[config.mk]
export PLATFORM = sky130hd
export DESIGN_NAME = data_gen
export DESIGN_NICKNAME = d
export VERILOG_FILES = /design/src/rtl/seg_pkg.sv /design/src/rtl/data_gen_tick_gen.sv /design/src/rtl/data_gen.sv
export SDC_FILE = /design/constraint.sdc
export NUM_CORES = 1
export LEC_CHECK = 0
export BUFFER_PORTS_ARGS = -buffer_cell sky130_fd_sc_hd__clkbuf_2
export CORE_MARGIN = 2
export CORE_UTILIZATION = 35
export CTS_CLUSTER_SIZE = 20
export DETAILED_ROUTE_END_ITERATION = 12
export PLACE_DENSITY_LB_ADDON = 0.05
export REMOVE_ABC_BUFFERS = 1
export SLEW_MARGIN = 20
export SYNTH_ARGS = -nofsm -noshare
export SYNTH_HDL_FRONTEND = slang
export SYNTH_SLANG_ARGS = --single-unit
[constraint.sdc]
create_clock -name sys_clk -period 2.6 [get_ports sys_clk]
set_clock_uncertainty 0.2 [all_clocks]
set_input_delay 0.39 -clock sys_clk [delete_from_list [all_inputs] [get_ports sys_clk]]
set_output_delay 0.39 -clock sys_clk [all_outputs]
set_load 0.05 [all_outputs]
[src/rtl/seg_pkg.sv]
// Shared constants for the 7-segment display path (data_gen, seg_dynamic).
package seg_pkg;

  localparam int unsigned DIGITS       = 6;
  localparam int unsigned DATA_W       = 20;
  localparam int unsigned CNT_W        = 23;
  localparam int unsigned CNT_MAX_DEF  = 4_999_999;
  localparam int unsigned DATA_MAX_DEF = 999_999;

  // Next display value: wrap at the configured maximum, otherwise +1.
  function automatic logic [DATA_W-1:0] data_step(input logic [DATA_W-1:0] val,
                                                  input logic [DATA_W-1:0] max);
    return (val == max) ? '0 : val + DATA_W'(1);
  endfunction

endpackage

[src/rtl/data_gen_tick_gen.sv]
// Prescaler: free-running counter that flags its terminal count as a one-clock tick.
module tick_gen
  import seg_pkg::*;
#(
  parameter int unsigned CNT_MAX = CNT_MAX_DEF
) (
  input  logic sys_clk,
  input  logic sys_rst_n,
  output logic tick
);

  localparam logic [CNT_W-1:0] CNT_TERM = CNT_W'(CNT_MAX);

  // Terminal count must fit the counter width.
  generate
    if (CNT_MAX >= (2 ** CNT_W)) begin : g_cnt_chk
      $error("tick_gen: CNT_MAX does not fit in the prescaler counter");
    end
  endgenerate

  logic [CNT_W-1:0] r_cnt;
  logic             w_tick;

  assign w_tick = (r_cnt == CNT_TERM);
  assign tick   = w_tick;

  // Prescaler counter: period is CNT_MAX+1 clocks, restarts from 0 on reset.
  always_ff @(posedge sys_clk or negedge sys_rst_n) begin
    if (!sys_rst_n) begin
      r_cnt <= '0;
    end else begin
      r_cnt <= w_tick ? '0 : r_cnt + CNT_W'(1);
    end
  end

endmodule

[src/rtl/data_gen.sv]
// Test-pattern source for the dynamic 7-segment display: a decimal value
// stepping once per prescaler period plus static point/enable/sign controls.
module data_gen
  import seg_pkg::*;
#(
  parameter int unsigned CNT_MAX  = CNT_MAX_DEF,
  parameter int unsigned DATA_MAX = DATA_MAX_DEF
) (
  input  logic              sys_clk,
  input  logic              sys_rst_n,
  output logic [DATA_W-1:0] data,
  output logic [DIGITS-1:0] point,
  output logic              seg_en,
  output logic              sign
);

  localparam logic [DATA_W-1:0] DATA_TERM = DATA_W'(DATA_MAX);

  // Display value must be representable on the data bus.
  generate
    if (DATA_MAX >= (2 ** DATA_W)) begin : g_data_chk
      $error("data_gen: DATA_MAX does not fit in DATA_W bits");
    end
  endgenerate

  logic              w_tick;
  logic [DATA_W-1:0] r_data;
  logic [DIGITS-1:0] r_point;
  logic              r_seg_en;
  logic              r_sign;

  tick_gen #(
    .CNT_MAX (CNT_MAX)
  ) u_tick_gen (
    .sys_clk   (sys_clk),
    .sys_rst_n (sys_rst_n),
    .tick      (w_tick)
  );

  // Display value: advance (with wrap) only on prescaler ticks.
  always_ff @(posedge sys_clk or negedge sys_rst_n) begin
    if (!sys_rst_n) begin
      r_data <= '0;
    end else if (w_tick) begin
      r_data <= data_step(r_data, DATA_TERM);
    end
  end

  // Static display controls: no decimal points, positive sign, enable after reset.
  always_ff @(posedge sys_clk or negedge sys_rst_n) begin
    if (!sys_rst_n) begin
      r_point  <= '0;
      r_seg_en <= 1'b0;
      r_sign   <= 1'b0;
    end else begin
      r_point  <= '0;
      r_seg_en <= 1'b1;
      r_sign   <= 1'b0;
    end
  end

  assign data   = r_data;
  assign point  = r_point;
  assign seg_en = r_seg_en;
  assign sign   = r_sign;

endmodule

### Yosys cells after proc, flatten, opt, wreduce, memory -nomap -nowiden

Index checks and enable logic that the tools add are counted.

* eq/ne operators: 2
* add/sub/neg operators: 2
* muxes and demuxes: 2

Operator list (number)
* adder 23 x 1 -> 23 bit, second input constant: 1
* equality test 23 bit, second input constant: 1
* two-way mux 23 bit: 1
* adder 20 x 1 -> 20 bit, second input constant: 1
* equality test 20 bit, second input constant: 1
* two-way mux 20 bit: 1

* output and inout bits: 28
* flip-flop bits (word level): 44
* input bits: 2

### Depth between registers and ports, before layout

* depth in word-level cells: 2
* gate-level depth with buffers: 7
* mapped depth without buffers: 6

### Cells and area by module

From an unflattened synthesis, not the netlist that was laid out.

* cells, all modules: 223
* area, all modules: 2273.4 µm²

By module, submodules not included
* tick_gen: area an instance 1159.9 µm², cells each 107, times used 1, seq. area each 575.6 µm²
* data_gen: area an instance 1113.6 µm², cells each 116, times used 1, seq. area each 525.5 µm²

### Worst setup path after synthesis

OpenSTA, ideal clock, no wires.

* kind: reg2reg
* start point: register r_data[0], in the netlist data[0]
* end point: register r_data[10], in the netlist data[10]
* stages on the path, launching flop included: 8
* path buffers: 1
* library setup time: 81 ps
* required time: 2319 ps
* setup slack: 309 ps
* arrival: 2011 ps
* clock period less this slack: 2291 ps
* cell sequence: dfrtp_1 -> ha_1 -> and4_1 -> and2_1 -> clkbuf_1 -> nand2_1 -> or3b_1 -> o21ai_1

* longest elaborated chain between the ends: 2
* elaborated cells on any way between the ends: 3
* classes of those cells: add/sub (1); eq/ne (1); mux (1)

Ends and longest elaborated chain
* start, declared: line data_gen.sv:27 `logic [DATA_W-1:0] r_data;`
* start signal, assigned: line data_gen.sv:45 `r_data <= data_step(r_data, DATA_TERM);`
* adder 20 x 1 -> 20 bit or equality test 20 bit (tied branches): line seg_pkg.sv:13 `return (val == max) ? '0 : val + DATA_W'(1);`
* two-way mux 20 bit *: line seg_pkg.sv:13

Every way passes the cells marked *; elsewhere a longest branch is shown, timed or not.
A chain may end at the register's enable or synchronous reset.

### Worst setup path after layout

* start point: register u_tick_gen.r_cnt[10]
* end point: register r_data[10], in the netlist data[10]

* longest elaborated chain between the ends: 1

Ends and longest elaborated chain
* start, declared: line data_gen_tick_gen.sv:21 `logic [CNT_W-1:0] r_cnt;`
* start signal, assigned: line data_gen_tick_gen.sv:32 `r_cnt <= w_tick ? '0 : r_cnt + CNT_W'(1);`
* equality test 23 bit: line data_gen_tick_gen.sv:24 `assign w_tick = (r_cnt == CNT_TERM);`

Every way passes these cells.

==> reports/metrics.csv <==
stage;metric;value;unit
sta;relative slew slack;55.3;%
cts;total CTS buffers;5;
setup_path;crit path DAT;2340;ps
finish;Multi-input gate area;0.00106;mm^2
setup_path;CP Launch Type;flip-flop;
global_routing;first-pass GRT wire length;8370;um
setup_path;Crit Path Category;flip-flop to flip-flop;
status;status;finished clean;
cts;TritonCTS clock tree;done;
setup_path;Worst Path Max Fanout;14;
synth;syn_area_per_cell;9.79;um^2
synth;Synth cell types;37;
synth;synthesized area;0.00222;mm^2
sta;f_max;432;MHz
setup_path;Worst Path Required;2620;ps
synth;commonest cells in the netlist;dfrtp_1 (44), nand2_1 (25), nor2_1 (18), xnor2_1 (18), nand3_1 (16);
synth;most numerous cell in the Yosys netlist;dfrtp_1;
finish;FILL cells;650;
drt;final WL;4940;um
global_routing;initial antenna violation count;0;
drt;DR vias;1742;
synth;Mapped Cells;227;
synth;Post-synth EDFFs;0;
finish;share of layout cells above drive strength 1;16.0;%
synth;Top FF cell, synth;dfrtp_1;
sta;Slew @ Worst Pin;671;ps
sta;Final Cycle Share;89.0;%
sta;final worst slack;286;ps
finish;Register Area;0.00110;mm^2
drt;ANT nets after route;0;
sta;Hold Slack;285;ps
synth;register area share after synthesis;49.5;%
setup_path;delay-heaviest family, CP;simple AND/OR/NAND/NOR gates;
cts;Clk Latency, worst-skew pair;300;ps
drt;# DRC;0;
min_path;HP Class;flip-flop to flip-flop;
place;Setup WS pre-CTS;220;ps
die;die area;0.00701;mm^2
cts;Root Buffer;clkbuf_8;
global_routing;Total GRT Usage;14.9;%
drt;WL/cell;14.8;um
cts;Max clock buf depth;2;
place;IO Port Bufs;22;
place;post-DP HPWL;3540;um
setup_path;critical-path cell list;nor4b_2 > nand4_1 > or3_4 > or3b_1 > o21ai_1;
die;num ports;30;
die;Die H;83.7;um
sta;RSZ-0062 raised after global routing;false;
die;Starting Density;35.6;%
setup_path;Slowest-stage cell, CP;or3_4;
cts;Post-CTS Setup Inserts;0;
drt;first-iteration detailed-routing DRC count;82;
pwr;PD cells;452;mW/mm^2
die;row count;29;
cts;H-tree Lvls;2;
synth;Area contributors post-synth;dfrtp_1 (50%), xnor2_1 (7.1%), nand2_1 (4.2%), nand4_1 (3.9%), nand3_1 (3.6%);
finish;final core occ;40.5;%
run;number of max-cap violations;0;
die;DIE WIDTH;83.7;um
pwr;P_leak;1.11;nW
die;core area;0.00624;mm^2
global_routing;gr ovfl total;0;
synth;flops & latches, synth;44;
synth;Yosys warnings;0;
global_routing;vias in the first global route;1652;
finish;Diodes inserted;0;
sta;min Tclk post-route;2310;ps
synth;area share of the largest cell type after synthesis;49.5;%
sta;Hold Violations, Final;0;
sta;Setup-failing EPs final;0;
setup_path;Buf/Inv on CP;0;
pwr;Peak VDD IR;0.219;mV
synth;ys async rst share;100;%
finish;area grow syn2layout;13.7;%
cts;Clock transition at path regs;80;ps
finish;NumNets Final;261;
setup_path;max incr delay on CP;520;ps
global_routing;pin count of the biggest net entering global routing;27;
place;Final Wtd Congestion;0.761;
synth;Yosys top cell by area;dfrtp_1;
setup_path;Crit. End Element;flip-flop;
drt;Detailed Routing Iterations Pass 1;4;
sta;Final Max Tran Viols;0;
drt;DR vias/cell;5.22;
cts;Clock Sinks;44;
cells in the final DEF (no fill, tap or decap), types with 2 or more instances in the layout:
cell	count
clkbuf_8	5
mux2i_1	3
nand3_1	16
nor3_1	2
xnor2_1	18
and4_1	6
buf_4	8
inv_1	3
a32oi_1	3
clkbuf_2	22
and3_1	7
nor4_1	4
conb_1	8
nand2_1	25
and2_1	4
dfrtp_1	44
nand4_1	14
o31ai_1	5
ha_1	2
o21ai_0	10
nor2_1	18
a21oi_1	5
xor2_1	8
repair_timing:
action / in CTS / in global routing
endpoints found under the setup margin: 0 / 1
gates resized for setup: 0 / 1
endpoints found under the hold margin: 24 / 0
hold buffers: 1 / 0
power breakdown:
part / switching, mW / internal [mW]
combinational: 0.0391 / 0.00394
clock: 0.233 / 0.183
sequential: 0.000193 / 0.684
state kept, by name, indices dropped and copies added, names as in the netlist:
| register | count |
|---|---|
| seg_en | 1 |
| u_tick_gen.r_cnt | 23 |
| data | 20 |
layout make-up:
class,instances,area share [%]
multi-input combinational,172,42.0
timing repair buffer,31,7.13
sequential,44,43.5
tap,77,3.81
inverter,3,0.445
clock inverter,1,0.198
clock buffer,6,2.87
final timing paths:
kind	startpoint	endpoint	slack, ps	depth (start not counted)
max	u_tick_gen.r_cnt[10]	data[10]	290	5
min	u_tick_gen.r_cnt[0]	u_tick_gen.r_cnt[0]	290	1
max reg2reg	u_tick_gen.r_cnt[10]	data[10]	290	5
min reg2reg	u_tick_gen.r_cnt[0]	u_tick_gen.r_cnt[0]	290	1
max in group asynchronous	sys_rst_n	data[2]	1120	3
min in group asynchronous	sys_rst_n	u_tick_gen.r_cnt[13]	450	2
through the flow:
step / total power [mW] / area, um^2 / setup TNS (ps) / std cells
6_report: 1.14 / 2530 / 0 / 334
5_1_grt: 1.20 / 2530 / 0 / 334
4_1_cts: 1.16 / 2520 / 0 / 334
3_5_place_dp: 0.742 / 2430 / 0 / 326
3_3_place_gp: 0.742 / 2430 / 0 / 326
2_1_floorplan: 0.723 / 2160 / -3920 / 219
logic make-up (layout without fill, tap and decap cells):
kind of cell               count (synthesis)  in the layout  synth area share (%)
AOI/OAI and AO/OA                         26             26                  7.09
DFF                                       44             44                  49.5
other                                      2              8                 0.338
adders and majority gates                  2              2                  1.13
muxes                                      4              4                  1.86
xor gates and xnor gates                  26             26                  10.2
buffers and inverters                     17             41                  4.22
and+or+nand+nor                          106            106                  25.6
routing by layer:
metal  part of all wire [%]  GRT usage (%)  up-vias
met5                      0              0        -
met4                   0.99           4.69        0
met3                    3.3           3.17        6
met2                     42           20.6       36
met1                     54           23.0      844
li1                       -              -      856
Note: power is estimated with default switching activity, not from simulation.
